**config.mk**
```make
export PLATFORM = sky130hd
export DESIGN_NAME = reset_release_sequencer_flat
export DESIGN_NICKNAME = d
export VERILOG_FILES = /design/src/rtl/crg_pkg.sv /design/src/rtl/reset_release_sequencer_if.sv /design/src/rtl/sync_2ff.sv /design/src/rtl/reset_release_sequencer.sv /design/src/flat_wrapper.sv
export SDC_FILE = /design/constraint.sdc
export NUM_CORES = 1
export LEC_CHECK = 0
export CAP_MARGIN = 20
export CORE_AREA = 8 8 92 94
export CTS_CLUSTER_SIZE = 8
export DETAILED_ROUTE_END_ITERATION = 10
export DIE_AREA = 0 0 100 102
export PLACE_DENSITY = 0.52
export REMOVE_ABC_BUFFERS = 1
export SLEW_MARGIN = 20
export SYNTH_ARGS = -nofsm -noshare
export SYNTH_HDL_FRONTEND = slang
export SYNTH_SLANG_ARGS = --single-unit
```
**constraint.sdc**
```tcl
create_clock -name clk -period 2.8 [get_ports clk]
set_input_delay 0.56 -clock clk [delete_from_list [all_inputs] [get_ports clk]]
set_output_delay 0.56 -clock clk [all_outputs]
set_load 0.05 [all_outputs]
```
**src/rtl/crg_pkg.sv**
```systemverilog
// Shared clock/reset-generation types and default cycle constants.
package crg_pkg;

    typedef enum logic [1:0] {
        WAIT_LOCK,
        HOLD,
        RELEASE,
        RUN
    } rst_seq_state_e;

    localparam int unsigned DRAM_HOLD_CYCLES_100M = 65000;
    localparam int unsigned RESTART_CNT_W         = 8;

    function automatic int unsigned max3(input int unsigned a, input int unsigned b,
                                         input int unsigned c);
        int unsigned m;
        m = (a > b) ? a : b;
        return (m > c) ? m : c;
    endfunction

endpackage

```
**src/rtl/reset_release_sequencer_if.sv**
```systemverilog
// Lock/request inputs and sequenced reset outputs of the reset release sequencer.
interface reset_release_sequencer_if #(
    parameter int unsigned NUM_DOMAINS = 3
);
    import crg_pkg::*;

    logic                     pll_locked;
    logic                     sw_reset_req;
    logic [NUM_DOMAINS-1:0]   domain_rst;
    logic                     ready;
    logic [RESTART_CNT_W-1:0] restart_count;

    modport master (
        output pll_locked,
        output sw_reset_req,
        input  domain_rst,
        input  ready,
        input  restart_count
    );

    modport slave (
        input  pll_locked,
        input  sw_reset_req,
        output domain_rst,
        output ready,
        output restart_count
    );

endinterface

```
**src/rtl/sync_2ff.sv**
```systemverilog
// Two-flop synchroniser for a single asynchronous level, cleared by synchronous reset.
module sync_2ff (
    input  logic clk,
    input  logic rst,
    input  logic i_d,
    output logic o_q
);

    logic r_meta;
    logic r_sync;

    always_ff @(posedge clk) begin
        if (rst) begin
            r_meta <= 1'b0;
            r_sync <= 1'b0;
        end else begin
            r_meta <= i_d;
            r_sync <= r_meta;
        end
    end

    assign o_q = r_sync;

endmodule

```
**src/rtl/reset_release_sequencer.sv**
```systemverilog
// Holds domain resets until PLL lock is stable, waits a hold time, then releases the
// domains one at a time in index order; restarts on lock loss or software request.
module reset_release_sequencer
    import crg_pkg::*;
#(
    parameter int unsigned  NUM_DOMAINS        = 3,
    parameter int unsigned  HOLD_CYCLES        = DRAM_HOLD_CYCLES_100M,
    parameter int unsigned  STAGE_GAP_CYCLES   = 16,
    parameter int unsigned  LOCK_FILTER_CYCLES = 8,
    localparam int unsigned CNT_WIDTH          =
        $clog2(max3(HOLD_CYCLES, STAGE_GAP_CYCLES, LOCK_FILTER_CYCLES) + 1)
) (
    input logic                clk,
    input logic                rst,
    reset_release_sequencer_if.slave bus
);

    localparam int unsigned IDX_W = (NUM_DOMAINS > 1) ? $clog2(NUM_DOMAINS) : 1;

    if (STAGE_GAP_CYCLES == 0) begin : g_bad_gap
        $error("STAGE_GAP_CYCLES must be at least 1");
    end
    if (LOCK_FILTER_CYCLES == 0) begin : g_bad_filter
        $error("LOCK_FILTER_CYCLES must be at least 1");
    end
    if (NUM_DOMAINS == 0) begin : g_bad_domains
        $error("NUM_DOMAINS must be at least 1");
    end

    rst_seq_state_e           r_state;
    logic [CNT_WIDTH-1:0]     r_cnt;
    logic [IDX_W-1:0]         r_idx;
    logic [NUM_DOMAINS-1:0]   r_domain_rst;
    logic                     r_ready;
    logic [RESTART_CNT_W-1:0] r_restart_count;

    logic w_lock_s;
    logic w_abort;

    sync_2ff u_lock_sync (
        .clk (clk),
        .rst (rst),
        .i_d (bus.pll_locked),
        .o_q (w_lock_s)
    );

    // Lock loss only aborts once the filter has accepted lock; in WAIT_LOCK it just refilters.
    assign w_abort = bus.sw_reset_req | (~w_lock_s & (r_state != WAIT_LOCK));

    always_ff @(posedge clk) begin
        if (rst) begin
            r_state         <= WAIT_LOCK;
            r_cnt           <= '0;
            r_idx           <= '0;
            r_domain_rst    <= '1;
            r_ready         <= 1'b0;
            r_restart_count <= '0;
        end else if (w_abort) begin
            r_state      <= WAIT_LOCK;
            r_cnt        <= '0;
            r_idx        <= '0;
            r_domain_rst <= '1;
            r_ready      <= 1'b0;
            if (r_restart_count != '1) begin
                r_restart_count <= r_restart_count + RESTART_CNT_W'(1);
            end
        end else begin
            unique case (r_state)
                WAIT_LOCK: begin
                    if (!w_lock_s) begin
                        r_cnt <= '0;
                    end else if (r_cnt == CNT_WIDTH'(LOCK_FILTER_CYCLES)) begin
                        r_state <= HOLD;
                        r_cnt   <= '0;
                    end else begin
                        r_cnt <= r_cnt + CNT_WIDTH'(1);
                    end
                end
                HOLD: begin
                    if (r_cnt == CNT_WIDTH'(HOLD_CYCLES - 1)) begin
                        r_cnt           <= '0;
                        r_domain_rst[0] <= 1'b0;
                        if (NUM_DOMAINS == 1) begin
                            r_state <= RUN;
                            r_ready <= 1'b1;
                        end else begin
                            r_state <= RELEASE;
                            r_idx   <= IDX_W'(1);
                        end
                    end else begin
                        r_cnt <= r_cnt + CNT_WIDTH'(1);
                    end
                end
                RELEASE: begin
                    if (r_cnt == CNT_WIDTH'(STAGE_GAP_CYCLES - 1)) begin
                        r_cnt               <= '0;
                        r_domain_rst[r_idx] <= 1'b0;
                        if (r_idx == IDX_W'(NUM_DOMAINS - 1)) begin
                            r_state <= RUN;
                            r_ready <= 1'b1;
                        end else begin
                            r_idx <= r_idx + IDX_W'(1);
                        end
                    end else begin
                        r_cnt <= r_cnt + CNT_WIDTH'(1);
                    end
                end
                RUN: begin
                    r_state <= RUN;
                end
                default: begin
                    r_state <= WAIT_LOCK;
                end
            endcase
        end
    end

    assign bus.domain_rst    = r_domain_rst;
    assign bus.ready         = r_ready;
    assign bus.restart_count = r_restart_count;

endmodule

```
**src/flat_wrapper.sv**
```systemverilog
// flat-port wrapper written by rule: the top's interface ports become plain ports
module reset_release_sequencer_flat import crg_pkg::*;
#(
    parameter int unsigned  NUM_DOMAINS        = 3,
    parameter int unsigned  HOLD_CYCLES        = DRAM_HOLD_CYCLES_100M,
    parameter int unsigned  STAGE_GAP_CYCLES   = 16,
    parameter int unsigned  LOCK_FILTER_CYCLES = 8,
    localparam int unsigned CNT_WIDTH          =
        $clog2(max3(HOLD_CYCLES, STAGE_GAP_CYCLES, LOCK_FILTER_CYCLES) + 1)
)
  (clk, rst, bus_pll_locked, bus_sw_reset_req, bus_domain_rst, bus_ready, bus_restart_count);
  reset_release_sequencer_if #(.NUM_DOMAINS(NUM_DOMAINS)) bus_i ();
  input logic clk;
  input logic rst;
  input wire logic [$bits(bus_i.pll_locked)-1:0] bus_pll_locked;
  input wire logic [$bits(bus_i.sw_reset_req)-1:0] bus_sw_reset_req;
  output wire logic [$bits(bus_i.domain_rst)-1:0] bus_domain_rst;
  output wire logic [$bits(bus_i.ready)-1:0] bus_ready;
  output wire logic [$bits(bus_i.restart_count)-1:0] bus_restart_count;
  assign bus_i.pll_locked = bus_pll_locked;
  assign bus_i.sw_reset_req = bus_sw_reset_req;
  assign bus_domain_rst = bus_i.domain_rst;
  assign bus_ready = bus_i.ready;
  assign bus_restart_count = bus_i.restart_count;
  reset_release_sequencer #(.NUM_DOMAINS(NUM_DOMAINS), .HOLD_CYCLES(HOLD_CYCLES), .STAGE_GAP_CYCLES(STAGE_GAP_CYCLES), .LOCK_FILTER_CYCLES(LOCK_FILTER_CYCLES)) u_core (.clk(clk), .rst(rst), .bus(bus_i));
endmodule
```
### Word-level counts from Yosys, hierarchy flattened

Index checks and enable logic that the tools add are counted.

* $add $sub $neg: 3
* order comparisons: 2
* equal/unequal tests: 14
* muxes and demuxes: 20
* bitwise operators: 5
* reduce and logical (&&, ||, !) cells: 12

Operators with widths (number)
* 2-to-1 mux 16 bit: 4
* one-hot mux 16 bit (3 select lines): 1
* equality test 16 x 4 -> 1 bit (second input constant): 2
* adder 16 x 1 -> 16 bit (second input constant): 1
* equality test 16 bit (second input constant): 1
* 2-to-1 mux 2 bit: 8
* adder 8 x 1 -> 8 bit (second input constant): 1
* inequality test 2 x 1 -> 1 bit (second input constant): 4
* inequality test 8 bit (second input constant): 1
* one-hot mux 2 bit (4 select lines): 1
* equality test 2 bit (second input constant): 3
* AND reduction 3 bit: 2
* AND reduction 5 bit: 1
* inequality test 2 bit (second input constant): 2
* one-hot mux 2 bit (2 select lines): 1
* AND reduction 2 bit: 2
* AND reduction 4 bit: 1
* nonzero test 2 bit: 2
* AND 3 bit: 1
* less-than comparator 2 x 3 -> 1 bit (second input constant): 1
* 2-to-1 mux 1 bit: 3
* inverter 3 bit: 1
* nonzero test 3 bit: 1
* adder 2 x 1 -> 2 bit (second input constant): 1
* other kinds (10): 10

* register bits after elaboration: 34

### Longest topological paths before layout

* depth in word-level cells: 8
* depth in mapped cells: 9

### Modules after synthesis

A second synthesis with hierarchy kept.

* cell total of the unflattened synthesis: 200
* area total of the unflattened synthesis: 1764.2 um^2

Modules (own cells, without submodules)
* reset_release_sequencer: instances 1, cells an instance 196, area an instance 1711.6 um^2, seq. area each 640.6 um^2
* sync_2ff: instances 1, cells an instance 4, area an instance 52.6 um^2, seq. area each 40.0 um^2

### Worst setup path before layout

Ideal clock, no wire load.

* path type: register to register
* from: register u_core.r_cnt[0]
* to: register u_core.r_idx[1]
* setup time: 0.117 ns
* arrival time: 1.845 ns
* data required time: 2.683 ns
* path slack: 0.838 ns
* stages on the path, launching flop included: 7
* buffers on the path: 0
* clock period less this slack: 1.962 ns
* cell sequence: dfxtp_1 > ha_1 > nand4bb_1 > o41ai_2 > a21bo_1 > or3b_1 > a32o_1

* cells in the longest elaborated chain, start to end: 3
* elaborated cells on any way between the ends: 5
* classes of those cells: eq/ne: 4; reduce/logical: 1

Ends and longest elaborated chain
* start: declaration: RTL line reset_release_sequencer.sv:31 `logic [CNT_WIDTH-1:0] r_cnt;`
* start signal: assignment: RTL line reset_release_sequencer.sv:76 `r_cnt <= r_cnt + CNT_WIDTH'(1);`
* start signal: assignment: RTL line reset_release_sequencer.sv:91 `r_cnt <= r_cnt + CNT_WIDTH'(1);`
* start signal: assignment: RTL line reset_release_sequencer.sv:105 `r_cnt <= r_cnt + CNT_WIDTH'(1);`
* equality test 16 x 4 -> 1 bit or equality test 16 bit (tied branches): RTL line reset_release_sequencer.sv:95, reset_release_sequencer.sv:80
* inequality test 2 x 1 -> 1 bit (no source line)
* AND reduction 4 bit (no source line) (*)
* end signal: assignment: RTL line reset_release_sequencer.sv:102 `r_idx <= r_idx + IDX_W'(1);`
* end: declaration: RTL line reset_release_sequencer.sv:32 `logic [IDX_W-1:0] r_idx;`

Every way passes the cells marked *; elsewhere a longest branch is shown, timed or not.
A chain may end at the register's enable or synchronous reset.

### Worst setup path in the final report

* from: register u_core.r_restart_count[0], in the netlist u_core.bus.restart_count[0]
* to: output bus_restart_count[0]

RTL lines
* start: declaration: RTL line reset_release_sequencer.sv:35 `logic [RESTART_CNT_W-1:0] r_restart_count;`
* start signal: assignment: RTL line reset_release_sequencer.sv:65 `r_restart_count <= r_restart_count + RESTART_CNT_W'(1);`
* end: declaration: RTL line flat_wrapper.sv:19 `output wire logic [$bits(bus_i.restart_count)-1:0] bus_restart_count;`

No word-level cell between the ends.

==> metrics.md <==
| Metric | Value |
|---|---|
| Fin util | `29.2%` |
| Cells after synthesis | `about 190` |
| Worst path required time | `around 2.2 ns` |
| Routed WL | `between 3 and 4 mm` |
| DRT iter0 DRCs | `80` |
| # setup viols final | `0` |
| Worst slew pin tran | `about 0.53 ns` |
| Post-synth ARST share | `0%` |
| Total negative slack | `0 ns` |
| # IOs | `16` |
| Antenna-violating nets left | `0` |
| Final Max Tran Viols | `0` |
| R2R depth | `6` |
| Synth unique cells | `42` |
| Area of the core | `around 7000 um^2` |
| Static Leakage | `about 0.67 nW` |
| Cell Area, Placed | `1970 um^2` |
| Cell family with most CP delay | `buffers and inverters` |
| Clock root buffer | `clkbuf_8` |
| Clock skew | `~0.0042 ns` |
| Antenna violations before repair | `0` |
| Worst slack at placement | `0.673 ns` |
| Reg-to-reg critical path endpoint | `u_core.r_idx[1]` |
| Max Clk Rate | `roughly 470 MHz` |
| Row cnt | `31` |
| Hold Startpoint | `u_core.u_lock_sync.r_meta` |
| RR Startpoint | `u_core.r_cnt[0]` |
| Post-DP HPWL | `2.63 mm` |
| PortBufs | `15` |
| # diodes | `0` |
| Outcome | `completed` |
| Post-route cell area | `2060 um^2` |
| Commonest non-fill, non-tap cell in the layout | `nor2_1` |
| # DRC | `0` |
| Filler instances | `about 800` |
| Post-synth EDFFs | `0` |
| Clock sink total | `34` |
| DR vias | `around 1400` |
| Worst Path Max Fanout | `6` |
| RSZ-0062 raised after global routing | `false` |
| Predominant post-synthesis flop cell | `dfxtp_1` |
| Setup Buffers After CTS | `0` |
| Dpl cells | `between 200 and 300` |
| H-tree depth | `2` |
| Syn Area/Cell | `~9 um^2` |
| Latest clock arrival within the worst-skew pair | `about 0.28 ns` |
| Critical Path End Type | `output port` |
| Hold EP | `u_core.u_lock_sync.o_q` |
| Die area | `between 10000 and 15000 um^2` |
| Die width | `approximately 100 um` |
| First-pass GRT wire length | `6.11 mm` |
| PwrDens | `~440 nW/um^2` |
| Power Total | `917 uW` |
| Synth top area share | `between 30% and 40%` |
| Commonest non-fill, non-tap cells in the layout | `35 x nor2_1, 34 x dfxtp_1, 15 x clkdlybuf4s50_1` |
| Max_slew headroom | `between 60% and 70%` |
| CTS tree | `built` |
| FF+latch count, synth | `34` |
| Final min period | `approximately 2.1 ns` |
| Peak VDD IR | `211 uV` |
| Hold-fix buffers at CTS | `0` |
| Vias per inst | `about 4.4` |
| Tcrit/Tclk final | `around three quarters` |
| Layout area overhead | `21.1%` |
| Arr. time, crit path | `roughly 1.6 ns` |
| Share of cells above drive strength 1 | `between 7 and 8%` |
| Worst path bufs/invs | `1` |
| All-layer global routing usage | `between 7 and 8%` |
| CP max stage delay | `approximately 0.85 ns` |
| Routability Congestion | `roughly 0.72` |
| Remaining global-route overflow | `0` |
| R2R Setup Slk | `between 0.6 and 0.7 ns` |
| Hold Crit Depth | `1` |
| Die Span Y | `102 um` |
| Ranking of synthesized cells by area | `dfxtp_1 40%, ha_1 8.1%, nor2_1 7.7%` |
| # Max-Cap Violations | `0` |
| Clk buf depth | `2` |
| Largest net degree at the start of global routing | `17` |
| WL/cell | `11.6 um` |
| CTS clk-pin slew, worst paths | `0.07 ns` |
| Seq/Total Area, Yosys | `39.9%` |
| Final cell count without fillers | `~310` |
| Worst path slowest cell | `clkdlybuf4s50_1` |
| CP cell instances | `clkdlybuf4s50_1` |
| Final Hold Fails | `0` |
| Worst min path class | `reg -> reg` |
| Starting Density | `~24%` |
| Crit start category | `flop` |
| WS Path Type | `reg -> out` |
| Final WS setup | `~0.65 ns` |
| PostCTS Resize Cnt | `0` |
| Synth warn | `0` |
| Area leader, netlist | `dfxtp_1` |
| Vias in the first global route | `approximately 1300` |
| Synth Cell Area | `1700 um^2` |
| Final nets | `around 220` |
| First-pass detailed-route iteration total | `4` |
| Final hold slack | `around 0.44 ns` |
| Num CTS Buffers | `5` |
## flip-flops by register name, indices dropped and copies added, names as in the netlist
register,cells
u_core.r_cnt,16
u_core.r_state,2
u_core.bus.domain_rst,3
u_core.bus.ready,1
u_core.u_lock_sync.o_q,1
u_core.u_lock_sync.r_meta,1
u_core.r_idx,2
u_core.bus.restart_count,8
## cells in the mapped netlist (3+ instances only)
master / n
inv_1: 11
nand3_1: 4
xor2_1: 11
nand2_1: 10
xnor2_1: 11
nand4_1: 10
nor2_1: 35
o21ai_0: 6
dfxtp_1: 34
ha_1: 11
nor3b_1: 3
nor2b_1: 3
## area by class of cell
class / instances / area, um^2 / area share (%)
clock buffers: 7 / 86.3 / 4.18
multi-input cells: 138 / 962 / 46.6
well taps: 99 / 124 / 6.00
clock inverters: 1 / 5.00 / 0.242
repair buffers: 17 / 165 / 8.00
inverters: 11 / 41.3 / 2.00
flip-flops and latches: 34 / 681 / 33.0
## per-layer routing
layer	GRT usage, %	wire [um]	vias up
met4	2.09	25	0
met5	0	0	-
met3	2.79	131	4
met2	11.6	1560	21
met1	9.32	1840	636
li1	-	-	689
## worst max-delay path by stage
stage	from	to	slack [ns]	depth (start not counted)
3_5_place_dp	u_core.r_cnt[0]	u_core.r_idx[1]	0.67	6
4_1_cts	u_core.bus.restart_count[0]	bus_restart_count[0]	0.64	1
5_1_grt	u_core.r_cnt[0]	u_core.r_idx[1]	0.55	6
2_1_floorplan	u_core.r_cnt[0]	u_core.r_idx[1]	0.84	6
3_3_place_gp	bus_sw_reset_req	u_core.r_cnt[3]	0.71	7
6_report	u_core.bus.restart_count[0]	bus_restart_count[0]	0.65	1
## power by group
part / leakage (nW) / internal, mW / switching (mW)
Combinational: 0.348 / 0.0184 / 0.0256
Clock: 0.0482 / 0.198 / 0.180
Sequential: 0.275 / 0.488 / 0.00675
## cell families (layout without fill, tap and decap cells)
family | after synthesis | in the layout | share of synthesized area, %
simple gates | 85 | 85 | 27.5
xor+xnor | 22 | 22 | 11.3
fa+ha+maj | 11 | 11 | 8.08
buf+inv | 14 | 36 | 3.60
flops | 34 | 34 | 39.9
compound gates | 18 | 18 | 8.37
mux | 2 | 2 | 1.17
(Power assumes the default switching activity.)
